## src/rtl/filt_pkg.sv

```systemverilog
// Shared types and sizing helpers for the multi-channel moving-average scheduler.
package filt_pkg;

  typedef enum logic [1:0] {
    IDLE = 2'd0,
    CALC = 2'd1,
    HOLD = 2'd2
  } state_t;

  localparam int DEF_DW  = 8;
  localparam int DEF_NCH = 2;

  // Channel tag width; a single-bit tag is kept even for NCH=2 or fewer.
  function automatic int ch_width(input int n);
    return (n <= 2) ? 1 : $clog2(n);
  endfunction

endpackage

```

## src/rtl/avg4_core.sv

```systemverilog
// Combinational 4-tap average: sign-extended sum of four samples, floored divide by 4.
module avg4_core
  import filt_pkg::*;
#(
  parameter int DW = DEF_DW
) (
  input  logic signed [DW-1:0] x,
  input  logic signed [DW-1:0] h1,
  input  logic signed [DW-1:0] h2,
  input  logic signed [DW-1:0] h3,
  output logic signed [DW-1:0] avg
);

  logic signed [DW+1:0] sum;

  // Two guard bits hold the worst-case sum; >>>2 brings it back into DW bits.
  always_comb begin
    sum = {{2{x[DW-1]}}, x} + {{2{h1[DW-1]}}, h1}
        + {{2{h2[DW-1]}}, h2} + {{2{h3[DW-1]}}, h3};
    avg = DW'(sum >>> 2);
  end

endmodule

```

## src/rtl/filter_scheduler.sv

```systemverilog
// Round-robin scheduler sharing one 4-tap averager across NCH channels, with
// per-channel history, warm-up counts and a single held, tagged result.
module filter_scheduler
  import filt_pkg::*;
#(
  parameter  int NCH = DEF_NCH,
  parameter  int DW  = DEF_DW,
  localparam int CW  = ch_width(NCH)
) (
  input  logic              CLK100MHZ,
  input  logic              reset,
  input  logic              enable,
  input  logic              flush,
  input  logic [NCH-1:0]    in_valid,
  input  logic [NCH*DW-1:0] in_data,
  output logic [NCH-1:0]    in_ready,
  output logic              out_valid,
  input  logic              out_ready,
  output logic [DW-1:0]     out_data,
  output logic [CW-1:0]     out_ch,
  output logic              out_warm,
  output state_t            dbg_state
);

  // Handshakes: a transfer happens on a rising edge where valid && ready are
  // both high; in_ready is a one-hot grant valid only in IDLE, and out_valid
  // holds with stable data until out_ready is seen.

  state_t          state_q, state_d;
  logic [CW-1:0]   rr_q, rr_d;
  logic [CW-1:0]   grant_q, grant_d;
  logic [DW-1:0]   x_q, x_d;
  logic [DW-1:0]   hist_q [NCH][3];
  logic [DW-1:0]   hist_d [NCH][3];
  logic [1:0]      cnt_q  [NCH];
  logic [1:0]      cnt_d  [NCH];
  logic [DW-1:0]   out_data_q, out_data_d;
  logic [CW-1:0]   out_ch_q, out_ch_d;
  logic            out_warm_q, out_warm_d;
  logic [CW-1:0]   sel;
  logic            sel_found;
  logic [DW-1:0]   avg;

  avg4_core #(.DW(DW)) u_avg (
    .x   (x_q),
    .h1  (hist_q[grant_q][0]),
    .h2  (hist_q[grant_q][1]),
    .h3  (hist_q[grant_q][2]),
    .avg (avg)
  );

  // First requester at or after rr_q, wrapping.
  always_comb begin
    sel       = '0;
    sel_found = 1'b0;
    for (int i = 0; i < NCH; i++) begin
      if (!sel_found && in_valid[(int'(rr_q) + i) % NCH]) begin
        sel_found = 1'b1;
        sel       = CW'((int'(rr_q) + i) % NCH);
      end
    end
  end

  always_comb begin
    in_ready = '0;
    if (!reset && state_q == IDLE && enable && sel_found) in_ready[sel] = 1'b1;
  end

  always_comb begin
    state_d    = state_q;
    rr_d       = rr_q;
    grant_d    = grant_q;
    x_d        = x_q;
    hist_d     = hist_q;
    cnt_d      = cnt_q;
    out_data_d = out_data_q;
    out_ch_d   = out_ch_q;
    out_warm_d = out_warm_q;
    case (state_q)
      IDLE: begin
        if (enable && sel_found) begin
          grant_d = sel;
          x_d     = in_data[sel*DW +: DW];
          state_d = CALC;
        end
      end
      CALC: begin
        out_data_d = avg;
        out_ch_d   = grant_q;
        out_warm_d = (cnt_q[grant_q] == 2'd3);
        hist_d[grant_q][2] = hist_q[grant_q][1];
        hist_d[grant_q][1] = hist_q[grant_q][0];
        hist_d[grant_q][0] = x_q;
        if (cnt_q[grant_q] != 2'd3) cnt_d[grant_q] = cnt_q[grant_q] + 2'd1;
        state_d = HOLD;
      end
      HOLD: begin
        if (out_ready) begin
          state_d = IDLE;
          rr_d    = (grant_q == CW'(NCH - 1)) ? '0 : grant_q + 1'b1;
        end
      end
      default: state_d = IDLE;
    endcase
    // Flush overrides any history update in the same cycle.
    if (flush) begin
      for (int c = 0; c < NCH; c++) begin
        for (int t = 0; t < 3; t++) hist_d[c][t] = '0;
        cnt_d[c] = 2'd0;
      end
    end
  end

  always_ff @(posedge CLK100MHZ or posedge reset) begin
    if (reset) begin
      state_q    <= IDLE;
      rr_q       <= '0;
      grant_q    <= '0;
      x_q        <= '0;
      out_data_q <= '0;
      out_ch_q   <= '0;
      out_warm_q <= 1'b0;
      for (int c = 0; c < NCH; c++) begin
        for (int t = 0; t < 3; t++) hist_q[c][t] <= '0;
        cnt_q[c] <= 2'd0;
      end
    end else begin
      state_q    <= state_d;
      rr_q       <= rr_d;
      grant_q    <= grant_d;
      x_q        <= x_d;
      out_data_q <= out_data_d;
      out_ch_q   <= out_ch_d;
      out_warm_q <= out_warm_d;
      hist_q     <= hist_d;
      cnt_q      <= cnt_d;
    end
  end

  assign out_valid = (state_q == HOLD);
  assign out_data  = out_data_q;
  assign out_ch    = out_ch_q;
  assign out_warm  = out_warm_q;
  assign dbg_state = state_q;

endmodule

```

## config.mk

```make
export PLATFORM = sky130hd
export DESIGN_NAME = filter_scheduler
export DESIGN_NICKNAME = d
export VERILOG_FILES = /design/src/rtl/filt_pkg.sv /design/src/rtl/avg4_core.sv /design/src/rtl/filter_scheduler.sv
export SDC_FILE = /design/constraint.sdc
export NUM_CORES = 1
export LEC_CHECK = 0
export CORE_MARGIN = 2
export CORE_UTILIZATION = 35
export CTS_BUF_LIST = sky130_fd_sc_hd__clkbuf_8
export CTS_CLUSTER_SIZE = 8
export DETAILED_ROUTE_END_ITERATION = 16
export GPL_TIMING_DRIVEN = 1
export HOLD_SLACK_MARGIN = 0.06
export SLEW_MARGIN = 20
export SYNTH_ARGS = -nofsm -noshare
export SYNTH_HDL_FRONTEND = slang
export SYNTH_SLANG_ARGS = --single-unit
```

## constraint.sdc

```tcl
create_clock -name CLK100MHZ -period 11.6 [get_ports CLK100MHZ]
set_clock_uncertainty 0.15 [all_clocks]
set_input_delay 2.32 -clock CLK100MHZ [delete_from_list [all_inputs] [get_ports CLK100MHZ]]
set_output_delay 2.32 -clock CLK100MHZ [all_outputs]
set_load 0.01 [all_outputs]
```

==> impl_metrics.toml <==
[clocking]
cts.sinks = 74
numCtsBuffers = 9
cts-resized-gates = 0
post_cts_buffers = 0
clock_latency_ns = 0.35
clk_pin_slew_ns = 0.07
postCtsHoldBufs = 0
cts_tree = "yes"
clockBufferDepth = 2
htreeDepth = 3
root_buffer = "clkbuf_8"

[floorplan]
die_w_um = 111
initial_utilization_pct = 35.6
dieArea_um2 = 12400
top_level_ports = 38
core_um2 = 11300
rows = 39
die_y_um = 111

[min_path]
min_path_type = "flop to flop"

[sta]
hold_viol = 0
finalSetupViolCount = 0
tns_ns = 0
tightest_slew_ns = 0.940
post-route-period-util_pct = 59.4
fin_hold_ws_ns = 0.334
min_period_ns = 6.89
drv_slew = 0
fmax_mhz = 145
setup_ws_ns = 4.71
max_slew_margin_pct = 37.3
rsz0062_at_grt = "false"

[setup_path]
worstPathCellList = "clkdlybuf4s50_1 > nor3b_1 > o21a_1 > and3_1 > clkdlybuf4s50_1"
crit_required_ns = 9.13
endpoint_kind = "output port"
crit_path_start_kind = "input port"
path_class = "input port to output port"
crit_top_cell = "clkdlybuf4s50_1"
path_max_fanout = 19
arrival_ns = 4.42
slowest_delay_ns = 0.57
critPathSlowestCell = "o21a_1"

[detailed_routing]
viasPerCell = 5.06
wirelength_um = 8830
vias = 3003
postRouteAntennaNets = 0
drt_pass1_iterations = 4
drtIter0Drc = 200
wl_per_cell_um = 14.9
drc = 0

[synthesis]
syn_area_um2 = 4030
synth_most_common_cell = "dfrtp_1"
synth.avg_cell_area_um2 = 9.91
syn_nets = 457
synth_cell_type_count = 39
synth_edf_count = 0
yosys_warnings = 0
netlist.area_leader.share_pct = 45.9
syn_inst = 407
synth_seq_area_share_pct = 45.9
synth_flop_cell = "dfrtp_1"
netlist_top_cells_area = "dfrtp_1 46%, nand2_1 6.1%, mux2i_1 6.0%"
synthTopCellsByCount = "74 x dfrtp_1, 66 x nand2_1, 43 x a21oi_1, 28 x inv_1"
synth_area_leader_cell = "dfrtp_1"
async_flop_share_pct = 100
ys_ff_latch = 74

[place]
dpl.hpwl_um = 5780
dp.cells = 576
gp_congestion = 0.814
numPortBuffers = 37
dp_slack_ns = 4.70

[flow_run]
maxCapViolCount = 0

[global_routing]
grt_usage_pct = 15.0
grt_pass1_vias = 3041
grt_pass1_wl_um = 15000
grt_max_degree = 76
antenna_found_initial = 0
grt_overflow = 0

[final_layout]
layout-drive-gt1-share_pct = 8.89
final-instance-count-excl-fill = 593
final_net_count = 495
area_growth_pct = 18.9
diodes = 0
fillers = 1120

[power]
vdd_drop_max_mv = 0.0820
total_power_mw = 0.929
power.density_nw_per_um2 = 194
p_leak_nw = 2.21

[status]
status = "completed"
path summary, 6_finish.rpt:
kind                                startpoint                       to  slack (ns)  cells past startpoint
max in group asynchronous                reset   hist_q[17]$_DFFE_PP0P_        8.23                      3
hold / removal              out_ch$_DFFE_PP0P_       out_ch$_DFFE_PP0P_        0.33                      2
min in group asynchronous                reset   hist_q[47]$_DFFE_PP0P_        2.46                      3
setup / recovery                        enable              in_ready[0]        4.71                      5
hold reg to reg             out_ch$_DFFE_PP0P_       out_ch$_DFFE_PP0P_        0.33                      2
setup reg to reg           grant_q$_DFFE_PP0P_  out_data[7]$_DFFE_PP0P_        7.07                     18
cells by family after synthesis:
family / count (synthesis) / synth area share, %
AND/OR/NAND/NOR: 112 / 12.1
AO/OA/AOI/OAI: 104 / 16.4
flip-flops: 74 / 45.9
buffers and inverters: 46 / 4.34
multiplexers: 35 / 9.03
adder cells (fa/ha/maj): 27 / 10.2
XOR/XNOR: 9 / 1.95
sequential cells by signal (all words and copies together) (netlist names):
register	count
cnt_q	4
dbg_state	2
grant_q	1
hist_q	48
out_ch	1
out_data	8
out_warm	1
rr_q	1
x_q	8
power breakdown:
part	internal (mW)	switching, mW	leakage, nW
combinational	0.175	0.213	1.12
clock	0.106	0.100	0.100
sequential	0.300	0.0347	0.985
total	0.581	0.348	2.21
critical path, delay by kind of cell:
| family | cells | cell delay, ns |
|---|---|---|
| AND/OR/NAND/NOR | 2 | 0.53 |
| buffers and inverters | 2 | 0.99 |
| AO/OA/AOI/OAI | 1 | 0.57 |
layout by cell type (no fill, tap or decap), drive strengths merged, types with 2 or more instances in the layout:
cell / instances
a21o: 2
a21oi: 43
a22o: 24
a31oi: 2
and3: 2
and4: 2
buf: 8
clkbuf: 10
clkdlybuf4s50: 37
clkinvlp: 2
dfrtp: 74
fa: 10
ha: 17
inv: 30
mux2: 11
mux2i: 24
nand2: 66
nand2b: 4
nor2: 21
nor2b: 4
nor3: 4
o211ai: 3
o21a: 4
o21ai: 19
o31ai: 3
or2: 3
xnor2: 5
xor2: 4
per-layer routing:
| metal | share of wire (%) | vias up | track usage (%) |
|---|---|---|---|
| met2 | 45 | 64 | 22.4 |
| met5 | 0 | - | 0 |
| li1 | - | 1477 | - |
| met3 | 4.2 | 7 | 3.32 |
| met4 | 0.71 | 0 | 5.10 |
| met1 | 50 | 1455 | 21.6 |
final cells by class:
class	count	area, um2	share of cell area [%]
multi-input combinational	287	2020	42.1
sequential	74	1850	38.6
timing repair buffer	45	438	9.13
tap	143	179	3.73
clock buffer	10	138	2.87
inverter	28	105	2.19
clock inverter	6	66.3	1.38
through the flow:
stage / area, um2 / utilization, %
after floorplan: 4030 / -
after global placement: 4580 / 40.4
after detailed placement: 4580 / 40.4
after CTS: 4780 / 42.2
after global routing: 4800 / 42.4
final: 4800 / 42.4
(Power assumes the default switching activity.)
